===== src/rtl/mem_access_unit_if.sv =====
// mem_access_unit_if: SRAM-like data-side bus between the MEM-stage
// load/store unit (master) and the data memory / bus bridge (slave).
// One request beat (data_req/data_addr_ok) is followed by one response
// beat (data_data_ok/data_rdata).
interface mem_access_unit_if #(
   parameter int DATA_W = 32,
   parameter int ADDR_W = 32
);
   logic                  data_req;
   logic                  data_wr;
   logic [1:0]            data_size;
   logic [ADDR_W-1:0]     data_addr;
   logic [DATA_W/8-1:0]   data_wstrb;
   logic [DATA_W-1:0]     data_wdata;
   logic                  data_addr_ok;
   logic                  data_data_ok;
   logic [DATA_W-1:0]     data_rdata;

   modport master (
      output data_req, data_wr, data_size, data_addr, data_wstrb, data_wdata,
      input  data_addr_ok, data_data_ok, data_rdata
   );

   modport slave (
      input  data_req, data_wr, data_size, data_addr, data_wstrb, data_wdata,
      output data_addr_ok, data_data_ok, data_rdata
   );
endinterface


===== src/rtl/mem_access_unit.sv =====
// mem_access_unit: MEM-stage load/store unit for DATA_W = 32 or 64.
// Latches one op at a time, checks alignment, drives a single request beat
// on the data bus, then extracts/extends the load lane from the response.
// Misaligned ops fault locally without touching the bus. A flush cancels
// the op; an already-accepted bus request is drained silently.
// Optional feature macro: MEM_ACCESS_PERF_EN adds perf_access_cnt and
// perf_stall_cnt outputs.
module mem_access_unit #(
   parameter int DATA_W = 32,
   parameter int ADDR_W = 32
) (
   input  logic              clk,
   input  logic              resetn,
   input  logic              op_valid,
   output logic              op_ready,
   input  logic              op_store,
   input  logic [1:0]        op_size,
   input  logic              op_unsigned,
   input  logic [ADDR_W-1:0] op_addr,
   input  logic [DATA_W-1:0] op_wdata,
   input  logic              flush,
   output logic              result_valid,
   output logic [DATA_W-1:0] load_data,
   output logic              adel,
   output logic              ades,
   output logic [ADDR_W-1:0] bad_vaddr,
`ifdef MEM_ACCESS_PERF_EN
   output logic [31:0]       perf_access_cnt,
   output logic [31:0]       perf_stall_cnt,
`endif
   mem_access_unit_if.master bus
);

   localparam int STRB_W = DATA_W / 8;
   localparam int OFF_W  = $clog2(STRB_W);

   typedef enum logic [1:0] {
      S_IDLE  = 2'd0,
      S_REQ   = 2'd1,
      S_RESP  = 2'd2,
      S_DRAIN = 2'd3
   } state_t;

   // Byte-enable pattern of an access size, before lane shifting.
   function automatic logic [STRB_W-1:0] size_mask(input logic [1:0] size);
      logic [7:0] m;
      case (size)
         2'd0:    m = 8'h01;
         2'd1:    m = 8'h03;
         2'd2:    m = 8'h0F;
         default: m = 8'hFF;
      endcase
      return STRB_W'(m);
   endfunction

   // Store data copied into every lane so any byte offset finds it.
   function automatic logic [DATA_W-1:0] replicate(input logic [1:0] size,
                                                   input logic [DATA_W-1:0] w);
      logic [DATA_W-1:0] r;
      case (size)
         2'd0:    r = {STRB_W{w[7:0]}};
         2'd1:    r = {(DATA_W/16){w[15:0]}};
         2'd2:    r = {(DATA_W/32){w[31:0]}};
         default: r = w;
      endcase
      return r;
   endfunction

   // Natural alignment check; a dword on a 32-bit bus can never be served.
   function automatic logic misaligned(input logic [1:0] size, input logic [2:0] a);
      logic m;
      case (size)
         2'd0:    m = 1'b0;
         2'd1:    m = a[0];
         2'd2:    m = (a[1:0] != 2'b00);
         default: m = (DATA_W == 64) ? (a != 3'b000) : 1'b1;
      endcase
      return m;
   endfunction

   // Lane select then sign/zero extension: move the lane to the top and
   // shift it back down logically or arithmetically.
   function automatic logic [DATA_W-1:0] extract(input logic [DATA_W-1:0] rdata,
                                                 input logic [OFF_W-1:0]  off,
                                                 input logic [1:0]        size,
                                                 input logic              uns);
      logic [DATA_W-1:0] sh;
      logic [DATA_W-1:0] top;
      logic [6:0]        k;
      logic [DATA_W-1:0] r;
      sh = rdata >> {off, 3'b000};
      case (size)
         2'd0:    k = 7'(DATA_W - 8);
         2'd1:    k = 7'(DATA_W - 16);
         2'd2:    k = 7'(DATA_W - 32);
         default: k = 7'd0;
      endcase
      top = sh << k;
      if (uns) begin
         r = top >> k;
      end else begin
         r = $unsigned($signed(top) >>> k);
      end
      return r;
   endfunction

   state_t              state_q, state_d;
   logic                req_q, req_d;
   logic                store_q, store_d;
   logic [1:0]          size_q, size_d;
   logic                unsigned_q, unsigned_d;
   logic [ADDR_W-1:0]   addr_q, addr_d;
   logic [OFF_W-1:0]    off_q, off_d;
   logic [STRB_W-1:0]   wstrb_q, wstrb_d;
   logic [DATA_W-1:0]   wdata_q, wdata_d;
   logic                result_valid_q, result_valid_d;
   logic                adel_q, adel_d;
   logic                ades_q, ades_d;
   logic                mis_pend_q, mis_pend_d;
   logic [DATA_W-1:0]   load_data_q, load_data_d;
   logic [ADDR_W-1:0]   bad_vaddr_q, bad_vaddr_d;
   logic                mis_kill;

   // Next-state, latch and result computation for the four-state op FSM.
   always_comb begin
      state_d        = state_q;
      req_d          = req_q;
      store_d        = store_q;
      size_d         = size_q;
      unsigned_d     = unsigned_q;
      addr_d         = addr_q;
      off_d          = off_q;
      wstrb_d        = wstrb_q;
      wdata_d        = wdata_q;
      result_valid_d = 1'b0;
      adel_d         = 1'b0;
      ades_d         = 1'b0;
      mis_pend_d     = 1'b0;
      load_data_d    = load_data_q;
      bad_vaddr_d    = bad_vaddr_q;
      case (state_q)
         S_IDLE: begin
            if (op_valid && !flush) begin
               store_d    = op_store;
               size_d     = op_size;
               unsigned_d = op_unsigned;
               addr_d     = op_addr;
               off_d      = op_addr[OFF_W-1:0];
               wstrb_d    = size_mask(op_size) << op_addr[OFF_W-1:0];
               wdata_d    = replicate(op_size, op_wdata);
               if (misaligned(op_size, op_addr[2:0])) begin
                  result_valid_d = 1'b1;
                  adel_d         = !op_store;
                  ades_d         = op_store;
                  mis_pend_d     = 1'b1;
                  bad_vaddr_d    = op_addr;
                  load_data_d    = {DATA_W{1'b0}};
               end else begin
                  state_d = S_REQ;
                  req_d   = 1'b1;
               end
            end else begin
               state_d = S_IDLE;
            end
         end
         S_REQ: begin
            if (bus.data_addr_ok) begin
               req_d   = 1'b0;
               state_d = flush ? S_DRAIN : S_RESP;
            end else if (flush) begin
               req_d   = 1'b0;
               state_d = S_IDLE;
            end else begin
               req_d   = 1'b1;
               state_d = S_REQ;
            end
         end
         S_RESP: begin
            if (bus.data_data_ok) begin
               state_d = S_IDLE;
               if (!flush) begin
                  result_valid_d = 1'b1;
                  load_data_d    = store_q ? {DATA_W{1'b0}}
                                           : extract(bus.data_rdata, off_q, size_q, unsigned_q);
               end else begin
                  result_valid_d = 1'b0;
               end
            end else if (flush) begin
               state_d = S_DRAIN;
            end else begin
               state_d = S_RESP;
            end
         end
         S_DRAIN: begin
            if (bus.data_data_ok) begin
               state_d = S_IDLE;
            end else begin
               state_d = S_DRAIN;
            end
         end
         default: begin
            state_d = S_IDLE;
            req_d   = 1'b0;
         end
      endcase
   end

   // State and output registers with synchronous active-low reset.
   always_ff @(posedge clk) begin
      if (!resetn) begin
         state_q        <= S_IDLE;
         req_q          <= 1'b0;
         store_q        <= 1'b0;
         size_q         <= 2'd0;
         unsigned_q     <= 1'b0;
         addr_q         <= {ADDR_W{1'b0}};
         off_q          <= {OFF_W{1'b0}};
         wstrb_q        <= {STRB_W{1'b0}};
         wdata_q        <= {DATA_W{1'b0}};
         result_valid_q <= 1'b0;
         adel_q         <= 1'b0;
         ades_q         <= 1'b0;
         mis_pend_q     <= 1'b0;
         load_data_q    <= {DATA_W{1'b0}};
         bad_vaddr_q    <= {ADDR_W{1'b0}};
      end else begin
         state_q        <= state_d;
         req_q          <= req_d;
         store_q        <= store_d;
         size_q         <= size_d;
         unsigned_q     <= unsigned_d;
         addr_q         <= addr_d;
         off_q          <= off_d;
         wstrb_q        <= wstrb_d;
         wdata_q        <= wdata_d;
         result_valid_q <= result_valid_d;
         adel_q         <= adel_d;
         ades_q         <= ades_d;
         mis_pend_q     <= mis_pend_d;
         load_data_q    <= load_data_d;
         bad_vaddr_q    <= bad_vaddr_d;
      end
   end

   // A local fault result is withdrawn if flush arrives in its output cycle.
   assign mis_kill     = mis_pend_q & flush;
   assign result_valid = result_valid_q & ~mis_kill;
   assign adel         = adel_q & ~mis_kill;
   assign ades         = ades_q & ~mis_kill;
   assign load_data    = load_data_q;
   assign bad_vaddr    = bad_vaddr_q;
   assign op_ready     = (state_q == S_IDLE);

   assign bus.data_req   = req_q;
   assign bus.data_wr    = store_q;
   assign bus.data_size  = size_q;
   assign bus.data_addr  = addr_q;
   assign bus.data_wstrb = wstrb_q;
   assign bus.data_wdata = wdata_q;

`ifdef MEM_ACCESS_PERF_EN
   logic [31:0] acc_cnt_q, acc_cnt_d;
   logic [31:0] stall_cnt_q, stall_cnt_d;

   // Count bus handshakes and busy cycles; both wrap naturally.
   always_comb begin
      if (req_q && bus.data_addr_ok) begin
         acc_cnt_d = acc_cnt_q + 32'd1;
      end else begin
         acc_cnt_d = acc_cnt_q;
      end
      if (state_q != S_IDLE) begin
         stall_cnt_d = stall_cnt_q + 32'd1;
      end else begin
         stall_cnt_d = stall_cnt_q;
      end
   end

   // Performance counter registers.
   always_ff @(posedge clk) begin
      if (!resetn) begin
         acc_cnt_q   <= 32'd0;
         stall_cnt_q <= 32'd0;
      end else begin
         acc_cnt_q   <= acc_cnt_d;
         stall_cnt_q <= stall_cnt_d;
      end
   end

   assign perf_access_cnt = acc_cnt_q;
   assign perf_stall_cnt  = stall_cnt_q;
`endif

endmodule


===== src/flat_wrapper.sv =====
// flat-port wrapper written by rule: the top's interface ports become plain ports
module mem_access_unit_flat 
#(
   parameter int DATA_W = 32,
   parameter int ADDR_W = 32
)
  (clk, resetn, op_valid, op_ready, op_store, op_size, op_unsigned, op_addr, op_wdata, flush, result_valid, load_data, adel, ades, bad_vaddr, bus_data_req, bus_data_wr, bus_data_size, bus_data_addr, bus_data_wstrb, bus_data_wdata, bus_data_addr_ok, bus_data_data_ok, bus_data_rdata);
  mem_access_unit_if #(.DATA_W(DATA_W), .ADDR_W(ADDR_W)) bus_i ();
  input  logic clk;
  input  logic resetn;
  input  logic op_valid;
  output logic op_ready;
  input  logic op_store;
  input  logic [1:0] op_size;
  input  logic op_unsigned;
  input  logic [ADDR_W-1:0] op_addr;
  input  logic [DATA_W-1:0] op_wdata;
  input  logic flush;
  output logic result_valid;
  output logic [DATA_W-1:0] load_data;
  output logic adel;
  output logic ades;
  output logic [ADDR_W-1:0] bad_vaddr;
  output wire logic [$bits(bus_i.data_req)-1:0] bus_data_req;
  output wire logic [$bits(bus_i.data_wr)-1:0] bus_data_wr;
  output wire logic [$bits(bus_i.data_size)-1:0] bus_data_size;
  output wire logic [$bits(bus_i.data_addr)-1:0] bus_data_addr;
  output wire logic [$bits(bus_i.data_wstrb)-1:0] bus_data_wstrb;
  output wire logic [$bits(bus_i.data_wdata)-1:0] bus_data_wdata;
  input wire logic [$bits(bus_i.data_addr_ok)-1:0] bus_data_addr_ok;
  input wire logic [$bits(bus_i.data_data_ok)-1:0] bus_data_data_ok;
  input wire logic [$bits(bus_i.data_rdata)-1:0] bus_data_rdata;
  assign bus_data_req = bus_i.data_req;
  assign bus_data_wr = bus_i.data_wr;
  assign bus_data_size = bus_i.data_size;
  assign bus_data_addr = bus_i.data_addr;
  assign bus_data_wstrb = bus_i.data_wstrb;
  assign bus_data_wdata = bus_i.data_wdata;
  assign bus_i.data_addr_ok = bus_data_addr_ok;
  assign bus_i.data_data_ok = bus_data_data_ok;
  assign bus_i.data_rdata = bus_data_rdata;
  mem_access_unit #(.DATA_W(DATA_W), .ADDR_W(ADDR_W)) u_core (.clk(clk), .resetn(resetn), .op_valid(op_valid), .op_ready(op_ready), .op_store(op_store), .op_size(op_size), .op_unsigned(op_unsigned), .op_addr(op_addr), .op_wdata(op_wdata), .flush(flush), .result_valid(result_valid), .load_data(load_data), .adel(adel), .ades(ades), .bad_vaddr(bad_vaddr), .bus(bus_i));
endmodule

===== config.mk =====
export PLATFORM = sky130hd
export DESIGN_NAME = mem_access_unit_flat
export DESIGN_NICKNAME = d
export VERILOG_FILES = /design/src/rtl/mem_access_unit_if.sv /design/src/rtl/mem_access_unit.sv /design/src/flat_wrapper.sv
export SDC_FILE = /design/constraint.sdc
export NUM_CORES = 1
export LEC_CHECK = 0
export BUFFER_PORTS_ARGS = -buffer_cell sky130_fd_sc_hd__buf_2
export CORE_MARGIN = 8
export CORE_UTILIZATION = 48
export DETAILED_ROUTE_END_ITERATION = 8
export GPL_ROUTABILITY_DRIVEN = 0
export GPL_TIMING_DRIVEN = 0
export PLACE_DENSITY_LB_ADDON = 0.12
export SLEW_MARGIN = 40
export SYNTH_ARGS = -nofsm -noshare
export SYNTH_HDL_FRONTEND = slang
export SYNTH_SLANG_ARGS = --single-unit

===== constraint.sdc =====
create_clock -name clk -period 2.4 [get_ports clk]
set_input_delay 0.24 -clock clk [delete_from_list [all_inputs] [get_ports clk]]
set_output_delay 0.24 -clock clk [all_outputs]
set_load 0.02 [all_outputs]

==> summary.txt, run 1 <==
Run status
  – Run status: completed

GRT
  – Number of antenna violations at the first check in global routing: 0
  – Pin count of the biggest net entering global routing: 17
  – Total GRT Usage: 0.237
  – Remaining global-route overflow: 0
  – Wire length of the first global-routing pass: 30.6 mm
  – Via count of the first global-routing pass: 5,954

Routing
  – Number of nets with antenna violations after routing: 0
  – Wire length per cell after detailed routing: around 18 um
  – Count of routing violations after the opening detailed-route iteration: 337
  – DR DRC count: 0
  – Vias post-DR: 5,728
  – Routed WL: 19.3 mm
  – Number of iterations in the first detailed-routing pass: 5
  – Per-cell via count in the routed design: 5.48

Worst setup path
  – Kind of start point of the critical path: flip-flop
  – Launch point of the critical path: u_core.state_q[0]
  – Slowest-stage cell, CP: nor2_1
  – Signal arrival time at the worst endpoint: 2550 ps
  – Crit-path max FO: 9
  – Category of cells accounting for the largest share of critical-path delay: simple AND/OR/NAND/NOR gates
  – Data required, critical path: 2750 ps
  – Critical path start-end classification: reg -> reg
  – Crit path buffers/inverters: 1
  – R2r worst-path depth: 5
  – Endpoint kind of the worst setup timing path: flip-flop
  – Critical Path Max Stage Delay: 670 ps
  – CP Cell Sequence: buf_2 -> and4bb_2 -> nand4b_1 -> nor2_1 -> a221o_1
  – Startpoint of the worst-slack reg-to-reg timing path: u_core.state_q[0]
  – Setup slack, reg-to-reg: 200 ps
  – R2R Path End: u_core.load_data[28]

Clock network
  – Clock Sinks: around 140
  – Latest clock arrival within the worst-skew pair: 410 ps
  – Post-CTS setup repair buffer count: 0
  – Clock tree from TritonCTS: yes
  – Clock Pin Slew Worst Setup and Hold Paths: 60 ps
  – Clock root buffer: clkbuf_16
  – Number of H-tree levels: 4
  – Maximum buffer depth of the clock tree: 2
  – Quantity of hold-fixing buffers added after cts: 0
  – Clock buffer count from CTS: 17
  – Number of gates resized after cts: 0

Synth
  – Unique masters post-synth: 45
  – Cell area after synthesis: between 5000 and 6000 um^2
  – Top flip-flop cell by instance count after synthesis: dfxtp_1
  – Gate Count Post-Synth: 622
  – Syn_area_per_cell: 9.50 um^2
  – Sequential-to-total area share from yosys stat: 0.485
  – Post-synth ARST share: 0
  – Total of flip-flops plus latches after synthesis: 143
  – Synth warn: 0
  – Number of nets produced by synthesis: approximately 730
  – Post-synth EDFFs: 0

Timing
  – Setup repair after global routing missed its margin: false
  – Number of slew-limit violations in the final report: 0
  – Final worst clock skew: 5.42 ps
  – Post-route fraction of the period consumed by the critical path: 0.915
  – Accumulated negative setup slack: 0 ps
  – Highest achievable clock rate: between 400 and 500 MHz
  – Final critical path time including I/O delays and setup: 2200 ps
  – Worst Hold Slack: 26.5 ps
  – Slew at the pin closest to its max-slew limit: a little over 700 ps
  – Slew HR: 0.518
  – Final-report setup violation count: 0
  – Number of hold violations in the final report: 0

Floorplanning
  – Die ar.: 16,100 um^2
  – Vertical die dimension: 127 um
  – IO Count: around 250
  – Starting density of the core: 0.492
  – Row cnt: 40
  – Horizontal die dimension: 127 um
  – Area of the core region: 12,000 um^2

Final layout
  – Inserted Diodes: 0
  – Fraction of final layout cells sized beyond drive strength 1: 0.352
  – Combined area of the multi-input logic cells: about 2800 um^2
  – Highest-count cells in the layout ignoring fill and taps: buf_2 (264), dfxtp_1 (143), nand2_1 (134)
  – Final core utilization: 0.664
  – Area growth, synth to finish: 35.0%
  – Most frequent standard cell in the layout excluding fill and tap cells: buf_2
  – Area of all placed cells without fillers: 7970 um^2
  – Storage cell area: approximately 2900 um^2
  – # nets final: approximately 990
  – Filler Cell Count: 1,061

Pwr
  – Leakage dissipation: between 3 and 4 nW
  – Worst VDD drop: roughly 0.48 mV
  – Cell Pwr Density: about 800 nW/um^2

Min path
  – Worst Hold Depth: 2
  – Start point of the worst hold path: op_store
  – End point of the worst hold path: u_core.adel_q
  – Hold WC Path Type: in -> reg

Place
  – Buffers added on ports: 245
  – Placed standard-cell area: 7320 um^2
  – DP HPWL: 15.2 mm

Job
  – Maximum Capacitance Violations: 0
[registers in the layout, indices dropped and copies added (netlist names)]
name,count
u_core.mis_pend_q,1
u_core.adel_q,1
u_core.off_q,1
u_core.state_q,2
u_core.load_data,32
u_core.bus.data_wr,1
u_core.result_valid_q,1
u_core.bus.data_wstrb,4
u_core.bad_vaddr,32
u_core.bus.data_addr,31
u_core.bus.data_req,1
u_core.bus.data_wdata,32
u_core.unsigned_q,1
u_core.ades_q,1
u_core.bus.data_size,2
[worst max-delay path by stage]
stage,depth (start not counted),endpoint,slack [ps]
floorplan,6,u_core.load_data[29],540
global placement,5,u_core.load_data[29],370
detailed placement,5,u_core.load_data[30],360
CTS,5,u_core.load_data[28],270
global route,5,u_core.load_data[30],90
finish,5,u_core.load_data[28],200
[routing by layer]
| layer | vias to the layer above | track usage | wire length (um) |
|---|---|---|---|
| met2 | 226 | 0.401 | 9320 |
| met1 | 2711 | 0.273 | 8020 |
| met3 | 29 | 0.0783 | 1640 |
| met5 | - | 0 | 0 |
| li1 | 2762 | - | - |
| met4 | 0 | 0.0840 | 347 |
[power breakdown]
part | total, W | internal [W] | switching [W]
Sequential | 0.00253 | 0.00248 | 0.0000535
Combinational | 0.000807 | 0.000303 | 0.000504
Clock | 0.00290 | 0.00188 | 0.00102
[logic make-up after synthesis]
kind of cell | count (synthesis) | synth area share
AND/OR/NAND/NOR | 179 | 0.128
AO/OA/AOI/OAI | 201 | 0.265
buffers and inverters | 55 | 0.0434
flip-flops | 143 | 0.485
multiplexers | 43 | 0.0767
adder cells (fa/ha/maj) | 1 | 0.00212
[Yosys cell counts, drive strengths merged, types with 2 or more instances]
cell type | number | share of area
a2111oi | 2 | 0.0064
a211o | 8 | 0.012
a21boi | 63 | 0.081
a21o | 2 | 0.0025
a21oi | 12 | 0.010
a221o | 8 | 0.014
a22o | 39 | 0.058
and2 | 6 | 0.0064
buf | 30 | 0.028
clkbuf | 19 | 0.012
dfxtp | 143 | 0.48
inv | 5 | 0.0032
mux2 | 8 | 0.015
mux2i | 34 | 0.058
nand2 | 134 | 0.085
nand2b | 2 | 0.0021
nand3 | 8 | 0.0068
nor2 | 13 | 0.0083
nor2b | 6 | 0.0064
nor3 | 4 | 0.0042
o211a | 17 | 0.029
o211ai | 16 | 0.020
o21ai | 28 | 0.024
[through the flow]
step | setup slack, ps | cells | power (W)
6_report | 203 | 1046 | 0.00624
5_1_grt | 93.4 | 1046 | 0.00647
4_1_cts | 268 | 1046 | 0.00628
3_5_place_dp | 362 | 1014 | 0.00339
3_3_place_gp | 370 | 1014 | 0.00337
2_1_floorplan | 543 | 622 | 0.00305
[cell type report]
cell class                 count  share of cell area
timing repair buffer         245               0.154
inverter                       6             0.00283
multi-input combinational    424               0.350
clock inverter                12              0.0261
tap                          147              0.0231
buffer                        49              0.0294
sequential                   143               0.359
clock buffer                  20              0.0560
No activity file was read; power rests on OpenSTA's default activity.
==> run 2, diff against run 1 <==
Settings changed: CTS_BUF_LIST set to sky130_fd_sc_hd__clkbuf_4 sky130_fd_sc_hd__clkbuf_8 sky130_fd_sc_hd__clkbuf_16.
==> run 2 against run 1 <==
Effect of this change:
- register-to-register slack better by 40 ps
- sequential power about the same
- worst hold slack about the same
- design area about the same
- highest routed layer unchanged
- fmax up 1.9%
- critical path depth unchanged
- combinational power about the same
- non-clock buffer count unchanged
- core utilization up 0.062 points
- clock power about the same
==> summary.txt, run 2 (synthesized netlist as in run 1, its figures left out) <==
Clock network
  – Clock tree from TritonCTS: yes
  – Latest clock arrival within the worst-skew pair: 410 ps
  – Quantity of hold-fixing buffers added after cts: 0
  – Number of H-tree levels: 4
  – Number of gates resized after cts: 0
  – Clock root buffer: clkbuf_16
  – Clock Pin Slew Worst Setup and Hold Paths: 60 ps
  – Clock Sinks: between 100 and 150
  – Maximum buffer depth of the clock tree: 2
  – Post-CTS setup repair buffer count: 0
  – Clock buffer count from CTS: 17

Timing
  – Highest achievable clock rate: around 460 MHz
  – Slew at the pin closest to its max-slew limit: 734 ps
  – Post-route fraction of the period consumed by the critical path: 0.898
  – Setup repair after global routing missed its margin: false
  – Worst Hold Slack: 26.9 ps
  – Final worst clock skew: between 6 and 7 ps
  – Worst path setup slack after routing: 244 ps
  – Number of slew-limit violations in the final report: 0
  – Final critical path time including I/O delays and setup: 2160 ps
  – Accumulated negative setup slack: 0 ps
  – Number of hold violations in the final report: 0
  – Slew HR: 0.511
  – Final-report setup violation count: 0

Worst setup path
  – CP Cell Sequence: buf_2 -> and4bb_2 -> nand4b_1 -> nor2_1 -> a221o_1
  – Data required, critical path: 2750 ps
  – Kind of start point of the critical path: flip-flop
  – Critical Path Max Stage Delay: 640 ps
  – Crit-path max FO: 9
  – R2R Path End: u_core.load_data[28]
  – Critical path start-end classification: reg -> reg
  – Signal arrival time at the worst endpoint: about 2500 ps
  – Endpoint kind of the worst setup timing path: flip-flop
  – R2r worst-path depth: 5
  – Setup slack, reg-to-reg: around 240 ps
  – Startpoint of the worst-slack reg-to-reg timing path: u_core.state_q[0]
  – Slowest-stage cell, CP: nor2_1

Final layout
  – # nets final: 993
  – Area of all placed cells without fillers: 7980 um^2
  – Inserted Diodes: 0
  – Area growth, synth to finish: 35.1%
  – Highest-count cells in the layout ignoring fill and taps: buf_2 (264), dfxtp_1 (143), nand2_1 (134)
  – Most frequent standard cell in the layout excluding fill and tap cells: buf_2
  – Fraction of final layout cells sized beyond drive strength 1: 0.354
  – Filler Cell Count: 1,060

Pwr
  – Leakage dissipation: approximately 3.9 nW
  – Cell Pwr Density: 784 nW/um^2
  – Share of total power in combinational logic: 0.129
  – Worst VDD drop: 0.481 mV
  – Psw: between 0.0015 and 0.002 W
  – Portion of total power attributed to sequential cells: 0.405
  – Fraction of power spent switching nets: 0.251
  – Relative contribution of the clock network to total power: 0.466
  – Total Power: 0.00626 W
  – Power Internal: approximately 0.0047 W

GRT
  – Remaining global-route overflow: 0
  – Number of antenna violations at the first check in global routing: 0
  – Wire length of the first global-routing pass: 30.6 mm
  – Total GRT Usage: 0.237
  – Via count of the first global-routing pass: 5,962
  – Pin count of the biggest net entering global routing: 17

Job
  – Maximum Capacitance Violations: 0

Place
  – DP HPWL: 15.2 mm
  – Placed standard-cell area: 7320 um^2
  – DP Worst Slack: 362 ps
  – Buffers added on ports: 245

Floorplanning
  – Area of the core region: 12,000 um^2
  – Vertical die dimension: between 100 and 150 um
  – Starting density of the core: 0.492
  – Row cnt: 40
  – Die ar.: 16,100 um^2
  – IO Count: 246
  – Horizontal die dimension: 127 um

Routing
  – Detailed-routed wire length on met2: 9.39 mm
  – Wire length per cell after detailed routing: 18.5 um
  – Wl on met1: 8.04 mm
  – Count of routing violations after the opening detailed-route iteration: 333
  – Number of iterations in the first detailed-routing pass: 5
  – Per-cell via count in the routed design: approximately 5.5
  – Met3 WL: 1.60 mm
  – Routed WL: 19.3 mm
  – Top layer used by detailed routing: met4
  – Number of nets with antenna violations after routing: 0
  – Vias post-DR: 5,744
  – DR DRC count: 0

Run status
  – Run status: completed

Min path
  – End point of the worst hold path: u_core.adel_q
  – Start point of the worst hold path: op_store
  – Worst Hold Depth: 2
  – Hold WC Path Type: in -> reg
run 2: cell counts in the layout (fill, tap and decap cells not counted):
Identical to the previous run, type by type.
run 2: how the worst max path moves through the flow:
| stage | endpoint | startpoint | slack, ps | cells after the start |
|---|---|---|---|---|
| after CTS | u_core.load_data[28] | u_core.state_q[0] | 270 | 5 |
| after global placement | u_core.load_data[29] | u_core.state_q[0] | 370 | 5 |
| after floorplan | u_core.load_data[29] | u_core.bus.data_addr[1] | 540 | 6 |
| after global routing | u_core.load_data[30] | u_core.state_q[1] | 90 | 5 |
| final | u_core.load_data[28] | u_core.state_q[0] | 240 | 5 |
| after detailed placement | u_core.load_data[30] | u_core.state_q[0] | 360 | 5 |
run 2: cell type report:
type	instances	area, um^2	share of cell area
sequential	143	2860	0.359
multi-input combinational	424	2790	0.349
clock buffer	20	454	0.0569
buffer	49	234	0.0293
clock inverter	12	208	0.0260
tap	147	184	0.0231
timing repair buffer	245	1230	0.154
inverter	6	22.5	0.00282
run 2: metrics by stage:
step           utilization  instances
2_1_floorplan            -        622
3_3_place_gp         0.609       1014
3_5_place_dp         0.609       1014
4_1_cts              0.664       1046
5_1_grt              0.664       1046
6_report             0.664       1046
run 2: routing by layer:
| metal | track usage | vias up |
|---|---|---|
| met5 | 0 | - |
| met4 | 0.0833 | 0 |
| met3 | 0.0783 | 28 |
| met2 | 0.401 | 228 |
| met1 | 0.273 | 2724 |
| li1 | - | 2764 |
run 2: critical path: cells and delay by family (launching register included):
family                 cells  cell delay (ps)
buffers and inverters      1              160
AND/OR/NAND/NOR            3             1380
AO/OA/AOI/OAI              1              270
flip-flops                 1              290
run 2: power by group through the flow:
| stage | clock, W | sequential [W] | combinational [W] |
|---|---|---|---|
| after floorplan | 0 | 0.00270 | 0.000347 |
| after global placement | 0 | 0.00258 | 0.000791 |
| after detailed placement | 0 | 0.00258 | 0.000805 |
| after CTS | 0.00296 | 0.00253 | 0.000811 |
| after global routing | 0.00307 | 0.00254 | 0.000878 |
| final | 0.00292 | 0.00253 | 0.000807 |
==> run 3, diff against run 2 <==
Clock period 2.4 ns to 2 ns, I/O delays scaled along.
==> run 3 against run 2 <==
Effect of this change:
- worst hold slack worse by 15 ps
- via count increased by 0.71%
- die area did not move
- worst setup slack lost 180 ps
- global-route usage barely moved
- register-to-register slack lost 180 ps
- critical endpoint unchanged
- largest power group unchanged
- highest routed layer unchanged
==> summary.txt, run 3 (synthesized netlist as in run 1, its figures left out) <==
Routing
  – DR DRC count: 0
  – Vias post-DR: 5,785
  – Count of routing violations after the opening detailed-route iteration: ~300
  – Number of nets with antenna violations after routing: 0
  – Number of iterations in the first detailed-routing pass: 5
  – Wire length per cell after detailed routing: 18.6 um
  – Per-cell via count in the routed design: roughly 5.5
  – Routed WL: 19.6 mm

Run status
  – Run status: completed

Worst setup path
  – Instance count on the critical path: 6
  – Critical path start-end classification: reg -> reg
  – Crit path buffers/inverters: 2
  – Category of cells accounting for the largest share of critical-path delay: compound AO/OA/AOI/OAI gates
  – R2r worst-path depth: 6
  – Setup slack, reg-to-reg: 60 ps
  – Data required, critical path: around 2300 ps
  – Kind of start point of the critical path: flip-flop
  – Crit-path max FO: 10
  – Signal arrival time at the worst endpoint: approximately 2200 ps
  – Slowest-stage cell, CP: dfxtp_1
  – Critical Path Max Stage Delay: 400 ps
  – Endpoint kind of the worst setup timing path: flip-flop
  – CP Cell Sequence: buf_6 -> mux2i_1 -> a2bb2oi_1 -> a2111oi_4 -> buf_4 -> a221o_1

Final layout
  – Filler Cell Count: 1,045
  – Highest-count cells in the layout ignoring fill and taps: buf_2 (262), dfxtp_1 (143), nand2_1 (133)
  – # nets final: 1,000
  – Most frequent standard cell in the layout excluding fill and tap cells: buf_2
  – Area growth, synth to finish: 36.4%
  – Storage cell area: 2860 um^2
  – Combined area of the multi-input logic cells: 2810 um^2
  – Inserted Diodes: 0
  – Fraction of final layout cells sized beyond drive strength 1: 0.362

Clock network
  – Number of H-tree levels: 4
  – Clock tree from TritonCTS: yes
  – Maximum buffer depth of the clock tree: 2
  – Latest clock arrival within the worst-skew pair: 420 ps
  – Clock buffer count from CTS: 17
  – Clock Sinks: 143
  – Clock Pin Slew Worst Setup and Hold Paths: 60 ps
  – Clock root buffer: clkbuf_16

Timing
  – Final critical path time including I/O delays and setup: between 1500 and 2000 ps
  – Slew HR: 0.518
  – Final-report setup violation count: 0
  – Number of slew-limit violations in the final report: 0
  – Highest achievable clock rate: just over 500 MHz
  – Accumulated negative setup slack: 0 ps
  – Post-route fraction of the period consumed by the critical path: 0.970
  – Slew at the pin closest to its max-slew limit: 723 ps
  – Number of hold violations in the final report: 0
  – Final worst clock skew: 5.82 ps

Floorplanning
  – Row cnt: 40
  – Die ar.: 16,100 um^2
  – IO Count: ~250
  – Vertical die dimension: approximately 130 um
  – Horizontal die dimension: 127 um
  – Area of the core region: 12,000 um^2
  – Starting density of the core: 0.492

Min path
  – Worst Hold Depth: 2
  – Hold WC Path Type: in -> reg

Pwr
  – Leakage dissipation: around 3.9 nW
  – Total Power: approximately 0.0075 W
  – Worst VDD drop: 0.578 mV
  – Cell Pwr Density: 934 nW/um^2

Place
  – DP HPWL: 15.2 mm
  – Buffers added on ports: 245

GRT
  – Number of antenna violations at the first check in global routing: 0
  – Wire length of the first global-routing pass: 30.6 mm
  – Via count of the first global-routing pass: 5,980
  – Pin count of the biggest net entering global routing: 17
  – Total GRT Usage: 0.237
  – Remaining global-route overflow: 0

Job
  – Maximum Capacitance Violations: 0
## run 3: worst register-to-register path: cells and delay by family (launching register included)
kind	cells	cell delay (ps)
AO/OA/AOI/OAI	3	790
flip-flops	1	400
buffers and inverters	2	360
multiplexers	1	270
## run 3: final timing paths
check | from | end
setup reg to reg | u_core.bus.data_addr[1] | u_core.load_data[28]
hold / removal | op_addr[14] | u_core.bad_vaddr[14]
setup / recovery | u_core.bus.data_addr[1] | u_core.load_data[28]
hold reg to reg | u_core.bus.data_addr[5] | u_core.bus.data_addr[5]
## run 3: what timing repair did
| item | 4_1_cts | 5_1_grt |
|---|---|---|
| endpoints found under the setup margin | 8 | 47 |
| buffers inserted | 0 | 6 |
| gates resized for setup | 1 | 8 |
| pin swaps | 0 | 1 |
| endpoints found under the hold margin | 1 | 0 |
| hold buffers | 1 | 0 |
## run 3: where the power goes
part           switching, W  leakage, nW  internal, W  total, W
clock               0.00123        0.314      0.00229   0.00351
sequential        0.0000645         1.16      0.00297   0.00304
combinational      0.000610         2.46     0.000369  0.000979
## run 3: per-stage QoR
step	setup slack [ps]	hold slack, ps	area (um^2)	instances	utilization
finish	60.9	11.5	8060	1053	0.671
detailed placement	-37.7	417	7320	1014	0.609
global route	-65.7	5.96	8060	1053	0.671
CTS	33.9	0.744	7990	1047	0.665
global placement	-30.2	406	7320	1014	0.609
floorplan	143	272	5910	622	-
## run 3: per-layer routing
layer | track usage | routed length, um
met5 | 0 | 0
met1 | 0.272 | 8200
met4 | 0.0833 | 301
met3 | 0.0788 | 1620
met2 | 0.402 | 9430
## run 3: final cells by class
class	count	area share
plain buffers	49	0.0298
clock buffers	20	0.0564
clock inverters	12	0.0258
inverters	6	0.00280
multi-input cells	424	0.348
flip-flops and latches	143	0.355
well taps	147	0.0228
repair buffers	252	0.159
